===== config.mk =====
export PLATFORM = sky130hd
export DESIGN_NAME = if_stage
export DESIGN_NICKNAME = d
export VERILOG_FILES = /design/src/rtl/if_stage.sv
export SDC_FILE = /design/constraint.sdc
export NUM_CORES = 1
export LEC_CHECK = 0
export CAP_MARGIN = 20
export CORE_AREA = 10 10 135 137
export DETAILED_ROUTE_END_ITERATION = 8
export DIE_AREA = 0 0 145 147
export GPL_TIMING_DRIVEN = 0
export PLACE_DENSITY = 0.78
export SETUP_SLACK_MARGIN = 0.2
export SYNTH_ARGS = -nofsm -noshare
export SYNTH_HDL_FRONTEND = slang
export SYNTH_SLANG_ARGS = --single-unit

===== constraint.sdc =====
create_clock -name clk -period 3 [get_ports clk]
set_input_delay 0.6 -clock clk [delete_from_list [all_inputs] [get_ports clk]]
set_output_delay 0.6 -clock clk [all_outputs]
set_load 0.03 [all_outputs]

===== src/rtl/if_stage.sv =====
// Instruction-fetch stage: owns the PC, picks the next fetch address and
// captures the fetched word into the IF/ID pipeline register.
module if_stage #(
    parameter int                     PC_WIDTH    = 32,
    parameter int                     INSTR_WIDTH = 32,
    parameter logic [PC_WIDTH-1:0]    RESET_PC    = '0
) (
    input  logic                      clk,
    input  logic                      rst,
    input  logic                      PCWrite,
    input  logic                      IF_ID_Write,
    input  logic                      IF_Flush,
    input  logic [1:0]                PCSrc,
    input  logic [PC_WIDTH-1:0]       branch_target,
    input  logic [PC_WIDTH-1:0]       jump_target,
    input  logic [PC_WIDTH-1:0]       jr_target,
    output logic [PC_WIDTH-1:0]       imem_addr,
    input  logic [INSTR_WIDTH-1:0]    imem_data,
    output logic [PC_WIDTH-1:0]       pc,
    output logic [PC_WIDTH-1:0]       IF_ID_PC4,
    output logic [INSTR_WIDTH-1:0]    IF_ID_Instr,
    output logic                      IF_ID_Valid
);

    logic [PC_WIDTH-1:0]    pc_reg;
    logic [PC_WIDTH-1:0]    pc_plus4;
    logic [PC_WIDTH-1:0]    pc_sel;
    logic [PC_WIDTH-1:0]    next_pc;
    logic [PC_WIDTH-1:0]    if_id_pc4_reg;
    logic [INSTR_WIDTH-1:0] if_id_instr_reg;
    logic                   if_id_valid_reg;

    // Wraps silently at the top of the address space.
    assign pc_plus4 = pc_reg + PC_WIDTH'(4);

    always_comb begin
        pc_sel = pc_plus4;
        unique case (PCSrc)
            2'b00: pc_sel = pc_plus4;
            2'b01: pc_sel = branch_target;
            2'b10: pc_sel = jump_target;
            2'b11: pc_sel = jr_target;
        endcase
    end

    // Low two bits are dropped so a misaligned jr target still fetches a word.
    generate
        for (genvar gi = 0; gi < PC_WIDTH; gi++) begin : g_align
            if (gi < 2) begin : g_low
                assign next_pc[gi] = 1'b0;
            end else begin : g_high
                assign next_pc[gi] = pc_sel[gi];
            end
        end
    endgenerate

    always_ff @(posedge clk or posedge rst) begin
        if (rst) begin
            pc_reg <= RESET_PC;
        end else if (PCWrite) begin
            pc_reg <= next_pc;
        end
    end

    // Flush beats a held IF/ID so a squashed slot never survives a stall.
    always_ff @(posedge clk or posedge rst) begin
        if (rst) begin
            if_id_pc4_reg   <= '0;
            if_id_instr_reg <= '0;
            if_id_valid_reg <= 1'b0;
        end else if (IF_Flush) begin
            if_id_pc4_reg   <= pc_plus4;
            if_id_instr_reg <= '0;
            if_id_valid_reg <= 1'b0;
        end else if (IF_ID_Write) begin
            if_id_pc4_reg   <= pc_plus4;
            if_id_instr_reg <= imem_data;
            if_id_valid_reg <= 1'b1;
        end
    end

    assign imem_addr   = pc_reg;
    assign pc          = pc_reg;
    assign IF_ID_PC4   = if_id_pc4_reg;
    assign IF_ID_Instr = if_id_instr_reg;
    assign IF_ID_Valid = if_id_valid_reg;

endmodule


* Word level (Yosys, flattened, before mapping)
Cells that the tools add are included.
** Cells by class
- Equal/unequal tests :: 3
- Reductions and logical operators :: 2
- Mux-type cells :: 7
- Add/sub/neg operators :: 1
** Operators by type and width (number)
- 2-to-1 mux 32 bit :: 4
- one-hot mux 32 bit (4 select lines) :: 1
- adder 32 x 3 -> 32 bit (second input constant) :: 1
- equality test 2 bit (second input constant) :: 2
- equality test 2 x 1 -> 1 bit (second input constant) :: 1
- zero test 2 bit :: 1
- 2-to-1 mux 1 bit :: 2
- nonzero test 2 bit :: 1
** Storage, ports and cells
- Input bits :: 135
- Word-level logic and storage cells :: 17
- Output and inout bits :: 129
- Register bits :: 95

* Logic depth before layout (Yosys ltp)
Gate-level depths: netlist (run 1).
- Depth in word-level cells :: 3
- Gate-level depth with buffers :: 7
- Mapped depth without buffers :: 5

* Least setup slack after synthesis (run 1)
No wires, ideal clock.
- Path kind :: flip-flop to flip-flop
- Start point :: register pc_reg[2] (netlist: imem_addr[2])
- End point :: register if_id_pc4_reg[28] (netlist: IF_ID_PC4[28])
- Clock period less this slack :: 2.237 ns
- Setup slack :: 0.763 ns
- Cell stages (with the launch flop) :: 7
- Data required time :: 2.876 ns
- Setup time :: 0.124 ns
- Arrival time :: 2.113 ns
- Buffers on the path :: 1
- Cell sequence :: dfrtp_1 ha_1 nand3_1 nor3_1 buf_2 a21oi_1 a211o_1
** On the way
- Longest elaborated chain between the ends :: 3
** Ends and longest elaborated chain
- from (decl) :: line 25 : logic [PC_WIDTH-1:0] pc_reg;
- from (signal assigned) :: line 61 : pc_reg <= next_pc;
- adder 32 x 3 -> 32 bit * :: line 34 : assign pc_plus4 = pc_reg + PC_WIDTH'(4);
- 2-to-1 mux 32 bit :: line 75 : end else if (IF_ID_Write) begin
- 2-to-1 mux 32 bit * :: line 71 : end else if (IF_Flush) begin
- to (signal assigned) :: line 72 : if_id_pc4_reg <= pc_plus4;
- to (signal assigned) :: line 76 : if_id_pc4_reg <= pc_plus4;
- to (decl) :: line 29 : logic [PC_WIDTH-1:0] if_id_pc4_reg;
Every way passes the cells marked *; elsewhere a longest branch is shown, timed or not. The select of a mux whose other input is x is not followed.
A chain may end at the register's enable or synchronous reset.

* Worst setup path in the final report (run 1)
- Start point :: register pc_reg[14] (netlist: imem_addr[14])
- End point :: register if_id_pc4_reg[29] (netlist: IF_ID_PC4[29])
The elaborated chain is that of the path after synthesis.

==> results of run 1 <==
-- cell type report --
class                   count  area share
plain buffers              94      0.0571
clock buffers              13      0.0305
clock inverters             3     0.00479
inverters                   8     0.00381
multi-input cells         433       0.329
flip-flops and latches     93       0.262
well taps                 216      0.0305
repair buffers            248       0.282
-- registers in the layout, indices dropped and copies added (netlist names) --
register,cells
IF_ID_Instr,32
IF_ID_PC4,30
imem_addr,30
IF_ID_Valid,1
-- worst max-delay path, stage by stage (launching register included) --
cell and delay (ns):
sky130_fd_sc_hd__dfrtp_1 0.43, sky130_fd_sc_hd__clkbuf_1 0.36, sky130_fd_sc_hd__and4_1 0.30, sky130_fd_sc_hd__nand4_1 0.18
sky130_fd_sc_hd__clkbuf_1 0.28, sky130_fd_sc_hd__clkbuf_1 0.27, sky130_fd_sc_hd__o311ai_0 0.42, sky130_fd_sc_hd__nand3_1 0.15
-- Yosys cell counts (4+ instances only) --
| cell type | instances | area [um2] |
|---|---|---|
| sky130_fd_sc_hd__o21ai_0 | 21 | 105 |
| sky130_fd_sc_hd__dfrtp_1 | 93 | 2330 |
| sky130_fd_sc_hd__buf_4 | 37 | 278 |
| sky130_fd_sc_hd__and4_1 | 7 | 61.3 |
| sky130_fd_sc_hd__nor4_1 | 18 | 113 |
| sky130_fd_sc_hd__or3_1 | 4 | 25.0 |
| sky130_fd_sc_hd__and3_1 | 14 | 87.6 |
| sky130_fd_sc_hd__nand2_1 | 44 | 165 |
| sky130_fd_sc_hd__a31oi_1 | 10 | 62.6 |
| sky130_fd_sc_hd__mux2i_1 | 54 | 541 |
| sky130_fd_sc_hd__mux2_2 | 11 | 124 |
| sky130_fd_sc_hd__a211oi_1 | 9 | 67.6 |
| sky130_fd_sc_hd__buf_1 | 6 | 22.5 |
| sky130_fd_sc_hd__a21oi_1 | 15 | 75.1 |
| sky130_fd_sc_hd__nor2_1 | 76 | 285 |
| sky130_fd_sc_hd__buf_2 | 5 | 25.0 |
| sky130_fd_sc_hd__o21a_1 | 8 | 60.1 |
| sky130_fd_sc_hd__nor3_1 | 6 | 30.0 |
| sky130_fd_sc_hd__a2bb2oi_1 | 12 | 105 |
| sky130_fd_sc_hd__xnor2_1 | 13 | 114 |
| sky130_fd_sc_hd__clkbuf_1 | 44 | 165 |
| sky130_fd_sc_hd__o31ai_1 | 5 | 37.5 |
| sky130_fd_sc_hd__o22a_1 | 10 | 87.6 |
| sky130_fd_sc_hd__a311oi_1 | 8 | 70.1 |
| sky130_fd_sc_hd__or4_1 | 5 | 37.5 |
| sky130_fd_sc_hd__o211ai_1 | 4 | 30.0 |
| sky130_fd_sc_hd__and2_1 | 5 | 31.3 |
| sky130_fd_sc_hd__inv_1 | 8 | 30.0 |
| sky130_fd_sc_hd__nand4_1 | 13 | 81.3 |
| sky130_fd_sc_hd__a221o_1 | 9 | 90.1 |
| sky130_fd_sc_hd__nand3_1 | 17 | 85.1 |
-- final timing paths --
| kind | start | end | slack [ns] | depth (start not counted) |
|---|---|---|---|---|
| worst min register to register | IF_ID_PC4[3] | IF_ID_PC4[3] | 0.48 | 2 |
| min in group asynchronous | rst | IF_ID_PC4[3] | 0.72 | 2 |
| worst min-delay path | IF_ID_PC4[3] | IF_ID_PC4[3] | 0.48 | 2 |
| worst max-delay path | imem_addr[14] | IF_ID_PC4[29] | 0.47 | 7 |
| max in group asynchronous | rst | IF_ID_PC4[19] | 1.44 | 4 |
| worst max register to register | imem_addr[14] | IF_ID_PC4[29] | 0.47 | 7 |
-- cell usage in the layout, fill, tap and decap left out, drive strengths merged, types with 11 or more instances in the layout --
cell type      instances
buf                   51
mux2                  11
mux2i                 54
clkbuf                58
and3                  14
dfrtp                 93
clkdlybuf4s50        246
nand2                 44
a2bb2oi               12
nand3                 17
xnor2                 13
nor4                  18
nor2                  76
a21oi                 15
o21ai                 21
nand4                 14
-- cell families after synthesis --
kind of cell	count (synthesis)	share of synthesized area
AOI/OAI and AO/OA	126	0.161
xor gates and xnor gates	14	0.0213
adders and majority gates	1	0.00217
buffers and inverters	102	0.0932
DFF	93	0.404
muxes	69	0.132
other	1	0.000651
and+or+nand+nor	217	0.187
-- metrics by stage --
stage / util / setup slack [ns] / total power [W] / instance area [um2] / hold slack, ns
6_report: 0.569 / 0.473 / 0.00472 / 8870 / 0.478
5_1_grt: 0.569 / 0.332 / 0.00494 / 8870 / 0.513
4_1_cts: 0.569 / 0.348 / 0.00475 / 8870 / 0.485
3_5_place_dp: 0.549 / 0.274 / 0.00354 / 8560 / 0.470
3_3_place_gp: 0.546 / 0.254 / 0.00350 / 8520 / 0.457
2_1_floorplan: - / 0.763 / 0.00266 / 5780 / 0.646
-- power by group --
part           internal (W)  total (W)  switching, W  leakage (nW)
Clock              0.000714    0.00121      0.000499         0.152
Sequential          0.00142    0.00160      0.000183          1.13
Combinational      0.000859    0.00191       0.00105          2.37
Total               0.00299    0.00472       0.00173          3.65
-- timing repair --
action                     4_1_cts  5_1_grt
hold endpoints to repair         0        0
setup endpoints to repair        0        2
resized for setup                0        1
-- layer usage --
layer	vias up	global-route usage
met4	0	0.0567
met2	335	0.338
met3	20	0.0722
met5	-	0
li1	2771	-
met1	2810	0.252
==> run_summary.xml, run 1 <==
<?xml version="1.0" encoding="UTF-8"?>
<metrics>
  <group name="outcome">
    <metric name="run_status" unit="">completed</metric>
  </group>
  <group name="cells_and_area">
    <metric name="layout-drive-gt1-share" unit="">0.0919</metric>
    <metric name="multi_input_comb_area" unit="um2">2920</metric>
    <metric name="n_antenna_cell" unit="">0</metric>
    <metric name="final_net_count" unit="">1023</metric>
    <metric name="area_growth" unit="%">54.0</metric>
    <metric name="fin_cells" unit="">1108</metric>
    <metric name="sequential_cell_area" unit="um2">2330</metric>
    <metric name="layout.filler_cells" unit="">1409</metric>
  </group>
  <group name="cts">
    <metric name="tritoncts" unit="">yes</metric>
    <metric name="cts.htree.levels" unit="">3</metric>
    <metric name="cts_num_sinks" unit="">93</metric>
    <metric name="clk_transition_reported_paths" unit="ns">0.07</metric>
    <metric name="clock_path_buffers" unit="">2</metric>
    <metric name="clock-root-buffer" unit="">sky130_fd_sc_hd__clkbuf_16</metric>
    <metric name="cts_hold_buffers" unit="">0</metric>
    <metric name="cts-buffers-inserted" unit="">9</metric>
    <metric name="worstSkewPairLatency" unit="ns">0.35</metric>
    <metric name="cts_post_setup_buffers_inserted" unit="">0</metric>
  </group>
  <group name="placement">
    <metric name="post_dp_hpwl" unit="um">18100</metric>
    <metric name="gp_congestion" unit="">0.952</metric>
    <metric name="dpl.cell_count" unit="">1092</metric>
    <metric name="io_buffers" unit="">246</metric>
  </group>
  <group name="die">
    <metric name="starting_density_of_the_core" unit="">0.369</metric>
    <metric name="die_area" unit="um2">21300</metric>
    <metric name="die_h" unit="um">147</metric>
    <metric name="pin_count" unit="">264</metric>
    <metric name="placementRows" unit="">46</metric>
    <metric name="die-width" unit="um">145</metric>
    <metric name="core_area" unit="um2">15600</metric>
  </group>
  <group name="route">
    <metric name="final_antenna_net_count" unit="">0</metric>
    <metric name="met2RoutedLength" unit="um">10600</metric>
    <metric name="drtIter0Drc" unit="">520</metric>
    <metric name="route.detailed.drc" unit="">0</metric>
    <metric name="routed-via-count" unit="">5936</metric>
    <metric name="routed-wl-met3" unit="um">2460</metric>
    <metric name="wirelength" unit="um">22700</metric>
    <metric name="vias_per_cell" unit="">5.36</metric>
    <metric name="top_layer_used" unit="">met4</metric>
    <metric name="detailedRoute.firstPassIterationCount" unit="">5</metric>
    <metric name="detail_route.wirelength.met1" unit="um">9320</metric>
    <metric name="routed_wire_length_per_instance" unit="um">20.5</metric>
  </group>
  <group name="critical_path">
    <metric name="kind_of_critical_path" unit="">reg -&gt; reg</metric>
    <metric name="worst-endpoint-required" unit="ns">3.22</metric>
    <metric name="timing.critical_path.arrival" unit="ns">2.74</metric>
    <metric name="cp-end-kind" unit="">flop</metric>
    <metric name="crit_path_max_fanout" unit="">10</metric>
    <metric name="crit_path_start_kind" unit="">flop</metric>
  </group>
  <group name="sta">
    <metric name="relSlewSlack" unit="">0.421</metric>
    <metric name="worst_clock_skew" unit="ns">0.00805</metric>
    <metric name="finalSetupTns" unit="ns">0</metric>
    <metric name="final_hold_viol_count" unit="">0</metric>
    <metric name="setup_viol_count_final" unit="">0</metric>
    <metric name="min_period_over_period" unit="">0.842</metric>
    <metric name="fin_crit" unit="ns">2.53</metric>
    <metric name="grt_setup_unrepaired" unit="">no</metric>
    <metric name="fmax" unit="MHz">396</metric>
    <metric name="slew_viol_final" unit="">0</metric>
    <metric name="worst-slew-pin-transition" unit="ns">0.862</metric>
  </group>
  <group name="global_routing">
    <metric name="grt_use_total" unit="">0.206</metric>
    <metric name="pin_count_of_the_biggest_net_entering_global_routing" unit="">37</metric>
    <metric name="first_global_vias" unit="">5905</metric>
    <metric name="antenna_found_initial" unit="">0</metric>
    <metric name="globalRouteOverflowTotal" unit="">0</metric>
    <metric name="grt_pass1_wl" unit="um">35000</metric>
  </group>
  <group name="yosys">
    <metric name="synth_cells" unit="">623</metric>
    <metric name="syn_area" unit="um2">5760</metric>
    <metric name="synth-edff-count" unit="">0</metric>
    <metric name="ys_seq_elements" unit="">93</metric>
    <metric name="async_flop_share" unit="">1.00</metric>
    <metric name="syn_area_per_cell" unit="um2">9.25</metric>
    <metric name="yosysSeqAreaShare" unit="">0.404</metric>
    <metric name="ys.flop_type" unit="">sky130_fd_sc_hd__dfrtp_1</metric>
    <metric name="ys_types" unit="">55</metric>
    <metric name="synthesis.yosys.warnings" unit="">0</metric>
  </group>
  <group name="power_and_ir_drop">
    <metric name="cellPowerDensity" unit="nW/um2">532</metric>
    <metric name="worst_ir_drop_vdd" unit="uV">333</metric>
    <metric name="leakagePower" unit="nW">3.65</metric>
  </group>
  <group name="min_path">
    <metric name="hold_path_class" unit="">reg -&gt; reg</metric>
  </group>
  <group name="run">
    <metric name="maxCapViolations" unit="">0</metric>
  </group>
</metrics>
No activity file was read; power rests on OpenSTA's default activity.
==> run 2, diff against run 1 <==
==> constraint.sdc (replaced) <==
create_clock -name clk -period 2.2 [get_ports clk]
set_input_delay 0.44 -clock clk [delete_from_list [all_inputs] [get_ports clk]]
set_output_delay 0.44 -clock clk [all_outputs]
set_load 0.03 [all_outputs]
==> run 2 against run 1 <==
  * Power grew 39%
  * First-iteration DRC count increased by 18%
  * Largest cell class unchanged
  * Core utilization up 2.8 points
  * Design area grew 4.9%
  * Die area did not move
  * Combinational power increased by 43%
  * Sequential power increased by 38%
  * Sequential cell count did not move
  * Cell count grew 2.2%
  * Clock power grew 36%
  * Register-to-register slack worse by 0.27 ns
  * Clock-buffer cell count increased by 1
==> run_summary.xml, run 2 (synthesized netlist as in run 1, its figures left out) <==
<?xml version="1.0" encoding="UTF-8"?>
<metrics>
  <group name="cells_and_area">
    <metric name="area_growth" unit="%">61.5</metric>
    <metric name="most_frequent_standard_cell_in_the_layout_excluding_fill_and_tap_cells" unit="">sky130_fd_sc_hd__clkdlybuf4s50_1</metric>
    <metric name="n_antenna_cell" unit="">0</metric>
    <metric name="most-common-layout-cells" unit="">213 x sky130_fd_sc_hd__clkdlybuf4s50_1, 74 x sky130_fd_sc_hd__dfrtp_1, 73 x sky130_fd_sc_hd__nor2_1, 62 x sky130_fd_sc_hd__buf_4, 54 x sky130_fd_sc_hd__mux2i_1</metric>
    <metric name="layout-drive-gt1-share" unit="">0.176</metric>
    <metric name="final_net_count" unit="">1047</metric>
    <metric name="layout.filler_cells" unit="">1344</metric>
    <metric name="largest_register_ff_count" unit="">32</metric>
    <metric name="fin_util" unit="">0.597</metric>
  </group>
  <group name="cts">
    <metric name="clock_path_buffers" unit="">2</metric>
    <metric name="cts-buffers-inserted" unit="">9</metric>
    <metric name="cts_num_sinks" unit="">93</metric>
    <metric name="tritoncts" unit="">yes</metric>
    <metric name="worstSkewPairLatency" unit="ns">0.34</metric>
    <metric name="cts.htree.levels" unit="">3</metric>
    <metric name="cts_hold_buffers" unit="">0</metric>
    <metric name="clock-root-buffer" unit="">sky130_fd_sc_hd__clkbuf_16</metric>
    <metric name="clk_transition_reported_paths" unit="ns">0.07</metric>
  </group>
  <group name="min_path">
    <metric name="hold_path_class" unit="">in -&gt; async</metric>
  </group>
  <group name="sta">
    <metric name="relSlewSlack" unit="">0.405</metric>
    <metric name="slew_viol_final" unit="">0</metric>
    <metric name="worst-slew-pin-transition" unit="ns">0.890</metric>
    <metric name="final_hold_viol_count" unit="">0</metric>
    <metric name="final_critical_path_setup_slack" unit="ns">0.148</metric>
    <metric name="worst_clock_skew" unit="ns">0.0124</metric>
    <metric name="min_period_over_period" unit="">0.933</metric>
    <metric name="grt_setup_unrepaired" unit="">yes</metric>
    <metric name="fin_crit" unit="ns">2.05</metric>
    <metric name="fmax" unit="MHz">487</metric>
    <metric name="setup_viol_count_final" unit="">0</metric>
  </group>
  <group name="global_routing">
    <metric name="first_global_vias" unit="">6157</metric>
    <metric name="grt_use_total" unit="">0.205</metric>
    <metric name="globalRouteOverflowTotal" unit="">0</metric>
    <metric name="grt_pass1_wl" unit="um">35100</metric>
    <metric name="antenna_found_initial" unit="">0</metric>
    <metric name="pin_count_of_the_biggest_net_entering_global_routing" unit="">30</metric>
  </group>
  <group name="route">
    <metric name="detailedRoute.firstPassIterationCount" unit="">5</metric>
    <metric name="routed-via-count" unit="">6157</metric>
    <metric name="met2RoutedLength" unit="um">10900</metric>
    <metric name="detail_route.wirelength.met1" unit="um">9800</metric>
    <metric name="top_layer_used" unit="">met4</metric>
    <metric name="routed-wl-met3" unit="um">2060</metric>
    <metric name="wirelength" unit="um">23200</metric>
    <metric name="final_antenna_net_count" unit="">0</metric>
    <metric name="routed_wire_length_per_instance" unit="um">20.5</metric>
    <metric name="vias_per_cell" unit="">5.44</metric>
    <metric name="drtIter0Drc" unit="">616</metric>
    <metric name="route.detailed.drc" unit="">0</metric>
  </group>
  <group name="critical_path">
    <metric name="timing.critical_path.mode_cell" unit="">sky130_fd_sc_hd__buf_4</metric>
    <metric name="worst-endpoint-required" unit="ns">1.76</metric>
    <metric name="worst_path_bufs_invs" unit="">3</metric>
    <metric name="path_delay_family" unit="">buffers and inverters</metric>
    <metric name="cp-end-kind" unit="">output port</metric>
    <metric name="crit_path_start_kind" unit="">flop</metric>
    <metric name="crit_path_top_delay_cell" unit="">sky130_fd_sc_hd__clkdlybuf4s50_1</metric>
    <metric name="critical_path.cell_chain" unit="">buf_4 &gt; buf_4 &gt; clkdlybuf4s50_1</metric>
    <metric name="timing.critical_path.arrival" unit="ns">1.61</metric>
    <metric name="ff2ff_setup_slack" unit="ns">0.20</metric>
    <metric name="worstRegToRegCells" unit="">7</metric>
    <metric name="crit_path_max_fanout" unit="">2</metric>
    <metric name="timing.rr.start" unit="">imem_addr[14]</metric>
    <metric name="r2r_end" unit="">IF_ID_PC4[29]</metric>
    <metric name="cpPeakStageDelay" unit="ns">0.58</metric>
    <metric name="kind_of_critical_path" unit="">reg -&gt; out</metric>
  </group>
  <group name="placement">
    <metric name="io_buffers" unit="">246</metric>
    <metric name="gp_congestion" unit="">0.902</metric>
    <metric name="post_dp_hpwl" unit="um">18300</metric>
    <metric name="dp_slack" unit="ns">-0.316</metric>
  </group>
  <group name="die">
    <metric name="die_h" unit="um">147</metric>
    <metric name="placementRows" unit="">46</metric>
    <metric name="die_area" unit="um2">21300</metric>
    <metric name="core_area" unit="um2">15600</metric>
    <metric name="starting_density_of_the_core" unit="">0.369</metric>
    <metric name="die-width" unit="um">145</metric>
    <metric name="pin_count" unit="">264</metric>
  </group>
  <group name="power_and_ir_drop">
    <metric name="leakagePower" unit="nW">3.95</metric>
    <metric name="worst_ir_drop_vdd" unit="uV">381</metric>
    <metric name="cellPowerDensity" unit="nW/um2">706</metric>
  </group>
  <group name="run">
    <metric name="maxCapViolations" unit="">0</metric>
  </group>
  <group name="outcome">
    <metric name="run_status" unit="">completed</metric>
  </group>
</metrics>
==> run 2: worst max path at each step <==
stage	end	slack, ns	from	cells after the start
after floorplan	IF_ID_PC4[21]	0.21	imem_addr[7]	6
after global placement	imem_addr[20]	-0.51	rst	2
after detailed placement	imem_addr[20]	-0.32	PCSrc[1]	7
after CTS	imem_addr[2]	0.13	imem_addr[2]	2
after global routing	imem_addr[17]	0.1	PCSrc[0]	6
final	pc[10]	0.15	imem_addr[10]	3
==> run 2: repair_timing <==
item	4_1_cts	5_1_grt
setup buffers	8	14
setup endpoints to repair	65	41
gates resized for setup	61	47
pin swaps	6	7
gates cloned	1	0
==> run 2: stage by stage <==
step	TNS (ns)	hold WS, ns	area, um2	power [W]	std cells
after floorplan	0	0.596	5820	0.00365	628
after global placement	-37.08	0.453	8550	0.00480	1090
after detailed placement	-2.18	0.469	8610	0.00486	1093
after CTS	0	0.425	9080	0.00651	1118
after global routing	0	0.440	9310	0.00683	1132
final	0	0.415	9310	0.00657	1132
==> run 2: final cells by class <==
cell class,instances,area (um2),area share
multi-input cells,433,3060,0.329
repair buffers,272,2680,0.288
flip-flops and latches,93,2350,0.253
plain buffers,94,589,0.0633
clock buffers,14,274,0.0294
well taps,216,270,0.0290
clock inverters,2,38.8,0.00417
inverters,8,33.8,0.00363
==> run 2: per-layer routing <==
layer | vias up | GRT usage
met5 | - | 0
met4 | 0 | 0.0536
met3 | 35 | 0.0550
met2 | 400 | 0.344
met1 | 2901 | 0.255
li1 | 2821 | -
==> run 2: where the power goes <==
| part | switching [W] | total [W] | internal (W) | leakage (nW) |
|---|---|---|---|---|
| Sequential | 0.000257 | 0.00220 | 0.00195 | 1.11 |
| Clock | 0.000658 | 0.00164 | 0.000980 | 0.154 |
| Combinational | 0.00150 | 0.00273 | 0.00123 | 2.69 |
